$ cat src/rtl/sched_pkg.sv
// Shared definitions for the group scheduler.
//   grp_state_e : per-group state encoding (IDLE / RUN / PEND)
//   MAX_GROUPS  : upper bound on the number of groups a picker can handle
//   rr_first    : round-robin search, returns the first set request at or
//                 after a start pointer, wrapping modulo n
package sched_pkg;

  typedef enum logic [1:0] {
    ST_IDLE = 2'd0,
    ST_RUN  = 2'd1,
    ST_PEND = 2'd2
  } grp_state_e;

  localparam int MAX_GROUPS = 32;
  localparam int MAX_IW     = 5;

  // Returns 0 when nothing is requested; callers qualify with |req.
  function automatic logic [MAX_IW-1:0] rr_first(
    input logic [MAX_GROUPS-1:0] req,
    input int                    ptr,
    input int                    n
  );
    logic              found;
    logic [MAX_IW-1:0] res;
    int                idx;
    found = 1'b0;
    res   = '0;
    for (int i = 0; i < MAX_GROUPS; i++) begin
      if (i < n && !found) begin
        idx = ptr + i;
        if (idx >= n) idx = idx - n;
        if (req[idx[MAX_IW-1:0]]) begin
          found = 1'b1;
          res   = idx[MAX_IW-1:0];
        end
      end
    end
    return res;
  endfunction

endpackage

$ cat src/rtl/rr_pick.sv
// Round-robin picker: chooses the first asserted request at or after ptr,
// wrapping modulo N. Purely combinational.
//   req : request vector, one bit per group
//   ptr : search start index
//   idx : selected index (meaningful only when any is high)
//   any : at least one request is asserted
module rr_pick
  import sched_pkg::*;
#(
  parameter int N  = 4,
  parameter int IW = (N > 1) ? $clog2(N) : 1
) (
  input  logic [N-1:0]  req,
  input  logic [IW-1:0] ptr,
  output logic [IW-1:0] idx,
  output logic          any
);

  logic [MAX_GROUPS-1:0] req_ext;

  always_comb begin
    req_ext        = '0;
    req_ext[N-1:0] = req;
    idx            = IW'(rr_first(req_ext, int'(ptr), N));
    any            = |req;
  end

endmodule

$ cat src/rtl/group_scheduler.sv
// Group scheduler: hands weight chunks to idle PE groups in round-robin
// order and returns their completion results, also in round-robin order.
//   clk, reset              : clock, synchronous active-high reset
//   w_valid/w_ready/w_data/w_id : incoming weight chunk handshake
//   grp_start, grp_weight   : one-hot start pulse and registered chunk
//   grp_done, grp_match     : per-group completion pulse and match flag
//   res_valid/res_ready/res_id/res_match : result handshake
//   all_idle                : every group idle and no pending result
//   err                     : sticky flag, set by grp_done on a non-RUN group
module group_scheduler
  import sched_pkg::*;
#(
  parameter int DWIDTH = 8,
  parameter int groups = 4,
  parameter int num    = 4,
  parameter int IDW    = 16
) (
  input  logic                  clk,
  input  logic                  reset,
  input  logic                  w_valid,
  output logic                  w_ready,
  input  logic [num*DWIDTH-1:0] w_data,
  input  logic [IDW-1:0]        w_id,
  output logic [groups-1:0]     grp_start,
  output logic [num*DWIDTH-1:0] grp_weight,
  input  logic [groups-1:0]     grp_done,
  input  logic [groups-1:0]     grp_match,
  output logic                  res_valid,
  input  logic                  res_ready,
  output logic [IDW-1:0]        res_id,
  output logic                  res_match,
  output logic                  all_idle,
  output logic                  err
);

  localparam int GW = (groups > 1) ? $clog2(groups) : 1;

  grp_state_e        state [groups];
  logic [IDW-1:0]    id_mem [groups];
  logic [groups-1:0] match_mem;

  logic [GW-1:0]     rr_disp;
  logic [GW-1:0]     rr_res;
  logic [GW-1:0]     res_grp;

  logic [groups-1:0] idle_vec;
  logic [groups-1:0] pend_avail;
  logic [GW-1:0]     disp_idx;
  logic [GW-1:0]     load_idx;
  logic              disp_any;
  logic              load_any;
  logic              dispatch;
  logic              consume;
  logic              load_en;

  function automatic logic [GW-1:0] wrap_inc(input logic [GW-1:0] v);
    return (v == GW'(groups - 1)) ? '0 : v + 1'b1;
  endfunction

  // The group already sitting in the output register stays PEND until
  // consumed; mask it so it is not loaded a second time.
  always_comb begin
    for (int g = 0; g < groups; g++) begin
      idle_vec[g]   = (state[g] == ST_IDLE);
      pend_avail[g] = (state[g] == ST_PEND) && !(res_valid && res_grp == GW'(g));
    end
  end

  rr_pick #(.N(groups), .IW(GW)) u_pick_disp (
    .req (idle_vec),
    .ptr (rr_disp),
    .idx (disp_idx),
    .any (disp_any)
  );

  rr_pick #(.N(groups), .IW(GW)) u_pick_res (
    .req (pend_avail),
    .ptr (rr_res),
    .idx (load_idx),
    .any (load_any)
  );

  assign w_ready  = disp_any;
  assign dispatch = w_valid && w_ready;
  assign consume  = res_valid && res_ready;
  assign load_en  = (!res_valid || consume) && load_any;
  assign all_idle = (&idle_vec) && !res_valid;

  // Control state: group states, pointers, start pulse, output register, err.
  // Each group's state is touched by at most one of dispatch (IDLE),
  // done (RUN) or consume (PEND) in a given cycle, so the updates never clash.
  always_ff @(posedge clk) begin
    if (reset) begin
      for (int g = 0; g < groups; g++) state[g] <= ST_IDLE;
      rr_disp    <= '0;
      rr_res     <= '0;
      res_grp    <= '0;
      grp_start  <= '0;
      grp_weight <= '0;
      res_valid  <= 1'b0;
      res_id     <= '0;
      res_match  <= 1'b0;
      err        <= 1'b0;
    end else begin
      grp_start <= '0;
      if (dispatch) begin
        state[disp_idx]     <= ST_RUN;
        grp_start[disp_idx] <= 1'b1;
        grp_weight          <= w_data;
        rr_disp             <= wrap_inc(disp_idx);
      end
      for (int g = 0; g < groups; g++) begin
        if (grp_done[g]) begin
          if (state[g] == ST_RUN) state[g] <= ST_PEND;
          else                    err      <= 1'b1;
        end
      end
      if (consume) state[res_grp] <= ST_IDLE;
      if (load_en) begin
        res_valid <= 1'b1;
        res_id    <= id_mem[load_idx];
        res_match <= match_mem[load_idx];
        res_grp   <= load_idx;
        rr_res    <= wrap_inc(load_idx);
      end else if (consume) begin
        res_valid <= 1'b0;
      end
    end
  end

  // Per-group payload storage; qualified by state, so no reset needed.
  always_ff @(posedge clk) begin
    if (dispatch) id_mem[disp_idx] <= w_id;
    for (int g = 0; g < groups; g++) begin
      if (grp_done[g] && state[g] == ST_RUN) match_mem[g] <= grp_match[g];
    end
  end

endmodule

$ cat config.mk
export PLATFORM = sky130hd
export DESIGN_NAME = group_scheduler
export DESIGN_NICKNAME = d
export VERILOG_FILES = /design/src/rtl/sched_pkg.sv /design/src/rtl/rr_pick.sv /design/src/rtl/group_scheduler.sv
export SDC_FILE = /design/constraint.sdc
export NUM_CORES = 1
export LEC_CHECK = 0
export ABC_AREA = 0
export BUFFER_PORTS_ARGS = -buffer_cell sky130_fd_sc_hd__buf_2
export CAP_MARGIN = 10
export CORE_ASPECT_RATIO = 0.5
export CORE_UTILIZATION = 49
export CTS_BUF_LIST = sky130_fd_sc_hd__clkbuf_4 sky130_fd_sc_hd__clkbuf_8
export DETAILED_ROUTE_END_ITERATION = 6
export PLACE_DENSITY = 0.72
export SYNTH_ARGS = -nofsm -noshare
export SYNTH_HDL_FRONTEND = slang
export SYNTH_SLANG_ARGS = --single-unit
$ cat constraint.sdc
create_clock -name clk -period 4 [get_ports clk]
set_input_delay 0.4 -clock clk [delete_from_list [all_inputs] [get_ports clk]]
set_output_delay 0.4 -clock clk [all_outputs]
set_load 0.05 [all_outputs]
==> flow_summary.json, run 1 <==
{
  "final_antenna_net_count": 0,
  "rsz0062_at_grt": "false",
  "ctsResizeCount": 0,
  "postSynth.asyncResetShare_pct": 0,
  "nets": 720,
  "wire_per_inst_um": 14.8,
  "setup_slack_ps": 479,
  "drtIter0Drc": 272,
  "hold_viol": 0,
  "rows": 27,
  "viasPerCell": 5.15,
  "placed_area_sq_um": 6460,
  "maxCapViolCount": 0,
  "fillers": 957,
  "final_cell_count_no_fill": 824,
  "dieArea_sq_um": 12200,
  "cp.required_ps": 4070,
  "fin_crit_ps": 3520,
  "track_usage_pct": 21.2,
  "overflow": 0,
  "syn_avg_cell_area_sq_um": 10.7,
  "postCtsSetupRepairBufs": 0,
  "fin_tns_setup_ps": 0,
  "final_core_util_pct": 61.8,
  "crit_path_end_kind": "flip-flop",
  "ys_warn_count": 0,
  "cts_max_path_buffers": 2,
  "timing.hold.ws_ps": 138,
  "netlist_instances": 541,
  "min_period_over_period_pct": 88.0,
  "insertion_delay_ps": 440,
  "hpwl_um": 8100,
  "power_density_nw_per_um2": 692,
  "synthToLayoutAreaGrowth_pct": 20.1,
  "drtPass1Iterations": 4,
  "cts_root_buf": "clkbuf_8",
  "syn-num-nets": 609,
  "initial_core_util_pct": 51.5,
  "worst_pin_slew_ps": 1120,
  "die_h_um": 78.7,
  "power.leakage_nw": 2.75,
  "slew_headroom_pct": 25.4,
  "netlist-cell-type-count": 55,
  "synth-main-ff-cell": "dfxtp_1",
  "grt_pass1_vias": 4087,
  "drt-total-wl_um": 12200,
  "ios": 117,
  "max_freq_mhz": 284,
  "antennaDiodeCount": 0,
  "clkTransAtPathRegs_ps": 80,
  "holdBufCountCts": 0,
  "cts_tree": "yes",
  "gp_congestion": 0.869,
  "skew_ps": 11.6,
  "stdcell_area_sq_um": 6930,
  "grt_pass1_wl_um": 19900,
  "dpl_worst_slack_ps": 495,
  "cts_buffers": 17,
  "status": "completed",
  "drive_gt1_share_pct": 27.5,
  "start_kind": "flip-flop",
  "num_vias": 4244,
  "setup-violations-final": 0,
  "fin_total_pwr_mw": 4.79,
  "die_w_um": 155,
  "core_sq_um": 11200,
  "path_max_fanout": 17,
  "ir_drop_v": 0.000329,
  "drv_slew": 0,
  "antenna_found_initial": 0,
  "clock-sinks": 137,
  "synth_edf_count": 68,
  "synth-seq-cells": 137,
  "critPathArrivalTime_ps": 3590,
  "seq_area_frac_synth_pct": 59.3,
  "portBuffers": 116,
  "grt_max_degree": 41,
  "hold_class": "input pin to flip-flop",
  "drc": 0,
  "syn-cell-area_sq_um": 5770,
  "setup.worst_path.class": "flip-flop to flip-flop",
  "cts_htree_levels": 4,
  "placed_cells": 792
}
[cell type report]
class | count | area, sq um | area share [%]
clock buffer | 19 | 249 | 3.59
clock inverter | 13 | 215 | 3.11
sequential | 137 | 3420 | 49.4
multi-input combinational | 357 | 2150 | 31.1
tap | 159 | 199 | 2.87
timing repair buffer | 122 | 626 | 9.03
inverter | 17 | 63.8 | 0.921
[power by group]
group	internal, mW	switching (mW)
clock network	0.766	0.557
logic	0.461	1.04
registers	1.81	0.154
[worst max-delay path, cell delays in order (launching register included)]
cell      delay [ps]
dfxtp_1          520
inv_1            160
ha_1             490
and3_1           200
o21ai_0           80
a21oi_1          190
o21ai_0          110
a222oi_1         510
ha_1             280
nand2_1           80
inv_1            530
[cells by family (layout without fill, tap and decap cells)]
kind of cell	count (synthesis)	in the layout	share of synthesized area [%]
multiplexers	35	35	6.44
buffers and inverters	47	171	3.60
adder cells (fa/ha/maj)	8	8	1.73
AO/OA/AOI/OAI	107	107	12.6
XOR/XNOR	1	1	0.152
AND/OR/NAND/NOR	206	206	16.2
flip-flops	137	137	59.3
[worst paths after layout]
path | startpoint | depth (start not counted) | slack (ps) | endpoint
min reg2reg | grp_weight[4]$_SDFFE_PP0P_ | 2 | 450 | grp_weight[4]$_SDFFE_PP0P_
max reg2reg | rr_disp[0]$_SDFFE_PP0P_ | 10 | 480 | id_mem[1][1]$_DFFE_PP_
max | rr_disp[0]$_SDFFE_PP0P_ | 10 | 480 | id_mem[1][1]$_DFFE_PP_
min | grp_match[0] | 1 | 140 | match_mem[0]$_DFFE_PP_
[cells in the mapped netlist (2+ instances only)]
master     number  share of area, %
a222oi_1        2              0.35
nand2b_1        8              0.87
or2_2           2              0.22
buf_6           2              0.39
mux2_1          7               1.4
o211ai_2       10               2.2
nand2_1       129               8.4
a21oi_1        48               4.2
nor2b_1         3              0.33
mux2_2         10               2.0
edfxtp_1       68                35
nor2_1         28               1.8
o21ai_0        18               1.6
nand3_1         4              0.35
and3_1          6              0.65
mux2i_1        18               3.1
buf_4           2              0.26
clkbuf_1       19               1.2
o211ai_1        8               1.0
nor3_1          8              0.69
o2111ai_1       2              0.30
dfxtp_1        69                24
nand3b_1        2              0.26
buf_2           7              0.61
o22ai_1         3              0.33
a211oi_1        4              0.52
ha_1            8               1.7
or3_1           2              0.22
and2_1          2              0.22
inv_1          17               1.1
[registers in the layout, indices dropped and copies added (netlist names), 2 cells and up]
signal and flops:
grp_start 4, grp_weight 32, id_mem 64, match_mem 4, res_grp 2, res_id 16
rr_disp 2, rr_res 2, state 8
[layout by cell type (no fill, tap or decap), types with 4 or more instances in the layout]
cell type / n
nand3_1: 4
a21oi_1: 48
o21ai_0: 18
buf_2: 116
bufinv_16: 5
nand2b_1: 8
nor3_1: 8
inv_1: 17
o211ai_1: 8
mux2_1: 7
dfxtp_1: 69
ha_1: 8
o211ai_2: 10
mux2i_1: 18
nand2_1: 129
buf_4: 6
nor2_1: 28
mux2_2: 10
clkbuf_8: 17
edfxtp_1: 68
and3_1: 6
[metal layers]
| layer | track usage, % | share of wire, % |
|---|---|---|
| met4 | 7.45 | 1.0 |
| met2 | 33.5 | 45 |
| met3 | 6.71 | 7.0 |
| met1 | 27.5 | 47 |
| met5 | 0 | 0 |
Power figures use the tool's default switching activity.
==> run 2: changes to the inputs <==
--- a/config.mk
+++ b/config.mk
@@ -15,4 +15,5 @@
 export PLACE_DENSITY = 0.72
 export SYNTH_ARGS = -nofsm -noshare
 export SYNTH_HDL_FRONTEND = slang
+export SYNTH_HIERARCHICAL = 1
 export SYNTH_SLANG_ARGS = --single-unit
==> run 2 against run 1 <==
Effect of this change:
- die area rose by 0.53%
- global-route usage rose by 0.063 points
- sequential cell count did not move
- clock skew barely moved
- critical path depth rose by 2
- core utilization rose by 0.39 points
- count of clock-buffer cells in the layout fell by 2
- cell area rose by 0.94%
- setup slack improved by 30 ps
- worst hold slack improved by 19 ps
==> flow_summary.json, run 2 <==
{
  "portBuffers": 116,
  "synth-seq-cells": 137,
  "cts_max_path_buffers": 2,
  "path_cells": "inv_1, ha_1, mux4_2, a31oi_1, a21oi_1, a31oi_1, inv_1, ha_1, and2b_1, a32oi_4, and4_1, nor3_1",
  "cts_tree": "yes",
  "max_freq_mhz": 286,
  "slew_headroom_pct": 35.8,
  "drv_slew": 0,
  "holdPathStages": 1,
  "fin_tns_setup_ps": 0,
  "synthToLayoutAreaGrowth_pct": 20.5,
  "power.leakage_nw": 2.73,
  "syn-cell-area_sq_um": 5800,
  "status": "completed",
  "setup-violations-final": 0,
  "core_sq_um": 11200,
  "maxCapViolCount": 0,
  "cp.required_ps": 4270,
  "die_h_um": 78.9,
  "nets": 685,
  "placed_area_sq_um": 6540,
  "fin_crit_ps": 3490,
  "cts_htree_levels": 4,
  "final_antenna_net_count": 0,
  "combPwrFrac_pct": 38.2,
  "synth_edf_count": 68,
  "drtIter0Drc": 350,
  "drive_gt1_share_pct": 31.5,
  "syn-num-nets": 565,
  "netlist-cell-type-count": 47,
  "holdBufCountCts": 0,
  "final_common_cell": "nand2_1",
  "hold_class": "input pin to flip-flop",
  "reg.largest.list": "id_mem: 64 flops, grp_weight: 32 flops, res_id: 16 flops",
  "grt_max_degree": 43,
  "drc": 0,
  "p_seq_share_pct": 38.0,
  "gp_congestion": 0.823,
  "rows": 27,
  "stdcell_area_sq_um": 6990,
  "postSynth.asyncResetShare_pct": 0,
  "drtPass1Iterations": 5,
  "num_vias": 4164,
  "internal_power_mw": 3.27,
  "postCtsSetupRepairBufs": 0,
  "synth-main-ff-cell": "dfxtp_1",
  "power_density_nw_per_um2": 763,
  "skew_ps": 11.5,
  "clock-sinks": 137,
  "final_core_util_pct": 62.2,
  "netlist_instances": 492,
  "insertion_delay_ps": 420,
  "initial_core_util_pct": 51.6,
  "drt-total-wl_um": 12500,
  "antenna_found_initial": 0,
  "hold_viol": 0,
  "setup.worst_path.class": "flip-flop to flip-flop",
  "yosys.area.top_type": "edfxtp_1",
  "layout_common_cells": "nand2_1, buf_2, a21oi_1, dfxtp_1, edfxtp_1",
  "ios": 117,
  "p_sw_mw": 2.07,
  "yosysMostFrequentCell": "nand2_1",
  "critPathArrivalTime_ps": 3760,
  "ctsResizeCount": 0,
  "wire_per_inst_um": 15.9,
  "crit_path_end_kind": "flip-flop",
  "die_w_um": 156,
  "slowest_stage": "dfxtp_1",
  "slowest_delay_ps": 690,
  "rsz0062_at_grt": "false",
  "largest_register_ffs": 64,
  "start_kind": "flip-flop",
  "viasPerCell": 5.31,
  "ir_drop_v": 0.000378,
  "min_period_over_period_pct": 87.3,
  "path_max_fanout": 15,
  "grt_pass1_vias": 3927,
  "ys_warn_count": 6,
  "sw_frac_of_total_pct": 38.8,
  "cts_buffers": 17,
  "yosys-top-cells-count": "nand2_1, a21oi_1, dfxtp_1, edfxtp_1, mux4_2",
  "track_usage_pct": 21.2,
  "r2r_cells": 12,
  "cts_root_buf": "clkbuf_8",
  "r2r_slack_ps": 510,
  "grt_pass1_wl_um": 19800,
  "seq_area_frac_synth_pct": 59.0,
  "syn_avg_cell_area_sq_um": 11.8,
  "max_flop_register": "id_mem",
  "hpwl_um": 8250,
  "synth_top_area_share_pct": 35.2,
  "clkTransAtPathRegs_ps": 80,
  "clockPowerShare_pct": 23.8,
  "overflow": 0,
  "synth.area.top_cells": "edfxtp_1, dfxtp_1, mux4_2",
  "antennaDiodeCount": 0,
  "worst_pin_slew_ps": 962,
  "dieArea_sq_um": 12300
}
## run 2: path summary, 6_finish.rpt
kind / startpoint / end
hold / removal: grp_match[1] / match_mem[1]$_DFFE_PN_
setup / recovery: rr_disp[0]$_SDFFE_PP0N_ / state[2][1]$_SDFFE_PP0P_
hold reg to reg: grp_weight[14]$_SDFFE_PP0N_ / grp_weight[14]$_SDFFE_PP0N_
setup reg to reg: rr_disp[0]$_SDFFE_PP0N_ / state[2][1]$_SDFFE_PP0P_
## run 2: area by class of cell
type                            count  area [sq um]
Fill cell                         922          4260
Sequential cell                   137          3420
Multi-Input combinational cell    315          2200
Timing Repair Buffer              129           678
Clock buffer                       17           234
Clock inverter                     15           215
Tap cell                          159           199
Inverter                           12          45.0
## run 2: power by group through the flow
stage | logic, mW | registers, mW | clock network [mW]
final | 2.04 | 2.03 | 1.27
after global routing | 2.20 | 2.07 | 1.36
after CTS | 2.05 | 2.03 | 1.29
after detailed placement | 2.04 | 2.06 | 0
after global placement | 2.00 | 2.04 | 0
after floorplan | 1.22 | 2.36 | 0
## run 2: kinds of logic after synthesis
logic type / count (synthesis) / synth area share, %
adders and majority gates: 13 / 2.80
DFF: 137 / 59.0
muxes: 31 / 10.5
buffers and inverters: 40 / 3.36
and+or+nand+nor: 174 / 13.5
AOI/OAI and AO/OA: 97 / 10.9
## run 2: metal layers
layer	GRT usage (%)	share of wire (%)
met3	5.68	6.7
met4	5.39	0.55
met5	0	0
met2	35.3	48
met1	27.7	44
## run 2: critical path, delay by kind of cell, from the launching register on
kind | cells | cell delay (ps)
buffers and inverters | 2 | 220
multiplexers | 1 | 360
AND/OR/NAND/NOR | 3 | 520
AO/OA/AOI/OAI | 4 | 810
flip-flops | 1 | 690
adder cells (fa/ha/maj) | 2 | 730
## run 2: metrics by stage
stage	std cells	worst slack [ps]	hold slack [ps]	total power, mW
4_1_cts	784	536	131	5.37
5_1_grt	784	231	117	5.63
3_5_place_dp	752	545	443	4.10
3_3_place_gp	752	664	438	4.04
6_report	784	509	157	5.34
2_1_floorplan	492	809	463	3.58
==> run 3: changes to the inputs <==
--- a/config.mk
+++ b/config.mk
@@ -13,6 +13,7 @@
 export CTS_BUF_LIST = sky130_fd_sc_hd__clkbuf_4 sky130_fd_sc_hd__clkbuf_8
 export DETAILED_ROUTE_END_ITERATION = 6
 export PLACE_DENSITY = 0.72
+export REMOVE_ABC_BUFFERS = 1
 export SYNTH_ARGS = -nofsm -noshare
 export SYNTH_HDL_FRONTEND = slang
 export SYNTH_HIERARCHICAL = 1
==> run 3 against run 2 <==
Effect of this change:
- sequential cell count stayed put
- core utilization down 0.18 points
- sequential power about the same
- power is 1.9% lower
- cell area shrank 0.29%
- register-to-register slack better by 80 ps
- largest power group is now sequential cells
- largest cell class unchanged
- fmax up 2.4%
- clock skew increased by 1.5 ps
- setup slack better by 83 ps
- clock power decreased by 6%
- die area unchanged
==> flow_summary.json, run 3 (same netlist as run 2, synthesis figures left out) <==
{
  "r2r_start": "rr_disp[1]$_SDFFE_PP0N_",
  "drive_gt1_share_pct": 31.6,
  "multi_input_area_sq_um": 2200,
  "worst-path-buf-inv": 2,
  "max_flop_register": "id_mem",
  "start_kind": "flip-flop",
  "drv_slew": 0,
  "largest_register_ffs": 64,
  "fillers": 922,
  "die_w_um": 156,
  "worst_pin_slew_ps": 949,
  "postCtsSetupRepairBufs": 0,
  "wire_per_inst_um": 15.6,
  "clock-sinks": 137,
  "ctsResizeCount": 0,
  "power.leakage_nw": 2.72,
  "insertion_delay_ps": 430,
  "slowest_stage": "and3_1",
  "layout_common_cells": "nand2_1, buf_2, dfxtp_1",
  "final_common_cell": "nand2_1",
  "ff_latch_area_sq_um": 3420,
  "drtIter0Drc": 372,
  "cp-startpoint": "rr_disp[1]$_SDFFE_PP0N_",
  "critPathTopFamily": "simple AND/OR/NAND/NOR gates",
  "die_h_um": 78.9,
  "fin_crit_ps": 3410,
  "track_usage_pct": 20.7,
  "setup.worst_path.class": "flip-flop to flip-flop",
  "fin_tns_setup_ps": 0,
  "crit_path_end_kind": "flip-flop",
  "placed_area_sq_um": 6540,
  "path_cells": "inv_1, ha_1, mux4_1, nand2_1, a31oi_1, inv_1, ha_1, and3_1",
  "final_antenna_net_count": 0,
  "num_vias": 4101,
  "drt-total-wl_um": 12200,
  "hold_class": "input pin to flip-flop",
  "cts_buffers": 17,
  "dieArea_sq_um": 12300,
  "grt_pass1_wl_um": 19300,
  "cts_htree_levels": 4,
  "portBuffers": 116,
  "path_max_fanout": 16,
  "power_density_nw_per_um2": 751,
  "rsz0062_at_grt": "false",
  "status": "completed",
  "hp-start": "grp_match[1]",
  "cp.required_ps": 4060,
  "ir_drop_v": 0.000307,
  "nets": 684,
  "critPathArrivalTime_ps": 3460,
  "rows": 27,
  "slew_headroom_pct": 36.6,
  "min_period_over_period_pct": 85.2,
  "stdcell_area_sq_um": 6970,
  "hold_viol": 0,
  "antenna_found_initial": 0,
  "cts_root_buf": "clkbuf_8",
  "cts_tree": "yes",
  "ios": 117,
  "clkTransAtPathRegs_ps": 80,
  "overflow": 0,
  "max_freq_mhz": 293,
  "reg.largest.list": "id_mem: 64 flops, grp_weight: 32 flops, res_id: 16 flops",
  "grt_max_degree": 47,
  "synthToLayoutAreaGrowth_pct": 20.2,
  "hpwl_um": 8060,
  "maxCapViolCount": 0,
  "skew_ps": 13.0,
  "antennaDiodeCount": 0,
  "holdBufCountCts": 0,
  "gp_congestion": 0.792,
  "viasPerCell": 5.24,
  "cts_max_path_buffers": 2,
  "grt_pass1_vias": 3927,
  "setup-violations-final": 0,
  "drc": 0,
  "slowest_delay_ps": 740,
  "core_sq_um": 11200,
  "drtPass1Iterations": 5,
  "initial_core_util_pct": 51.6
}
==> run 3: final timing paths <==
path                                      end  slack [ps]  cells past startpoint
setup / recovery       id_mem[0][3]$_DFFE_PP_         590                      8
hold reg to reg   grp_weight[18]$_SDFFE_PP0N_         460                      2
setup reg to reg       id_mem[0][3]$_DFFE_PP_         590                      8
hold / removal         match_mem[1]$_DFFE_PN_         160                      1
==> run 3: metrics by stage <==
step           setup WS (ps)  utilization (%)  power, mW  hold WS (ps)  instances
2_1_floorplan           -346                -       3.52           457        464
3_3_place_gp             689             58.1       4.04           439        751
3_5_place_dp             555             58.1       4.08           444        751
4_1_cts                  545             62.0       5.29           136        783
5_1_grt                  383             62.0       5.52           132        783
6_report                 592             62.0       5.23           156        783
==> run 3: area by class of cell <==
class                   count  area share [%]
multi-input cells         315            31.6
clock buffers              17            3.36
flip-flops and latches    137            49.1
inverters                  12           0.646
well taps                 159            2.85
clock inverters            15            2.85
repair buffers            128            9.62
==> run 3: layer usage <==
metal,up-vias,track usage (%),routed length (um)
met5,-,0,0
met4,0,8.82,170
met3,14,4.53,770
met2,123,35.8,5990
met1,1940,25.3,5280
li1,2024,-,-
==> run 3: power breakdown <==
group	internal (mW)	total, mW	switching (mW)
sequential	1.87	2.02	0.150
combinational	0.692	2.02	1.32
clock	0.593	1.20	0.605
total	3.16	5.23	2.08
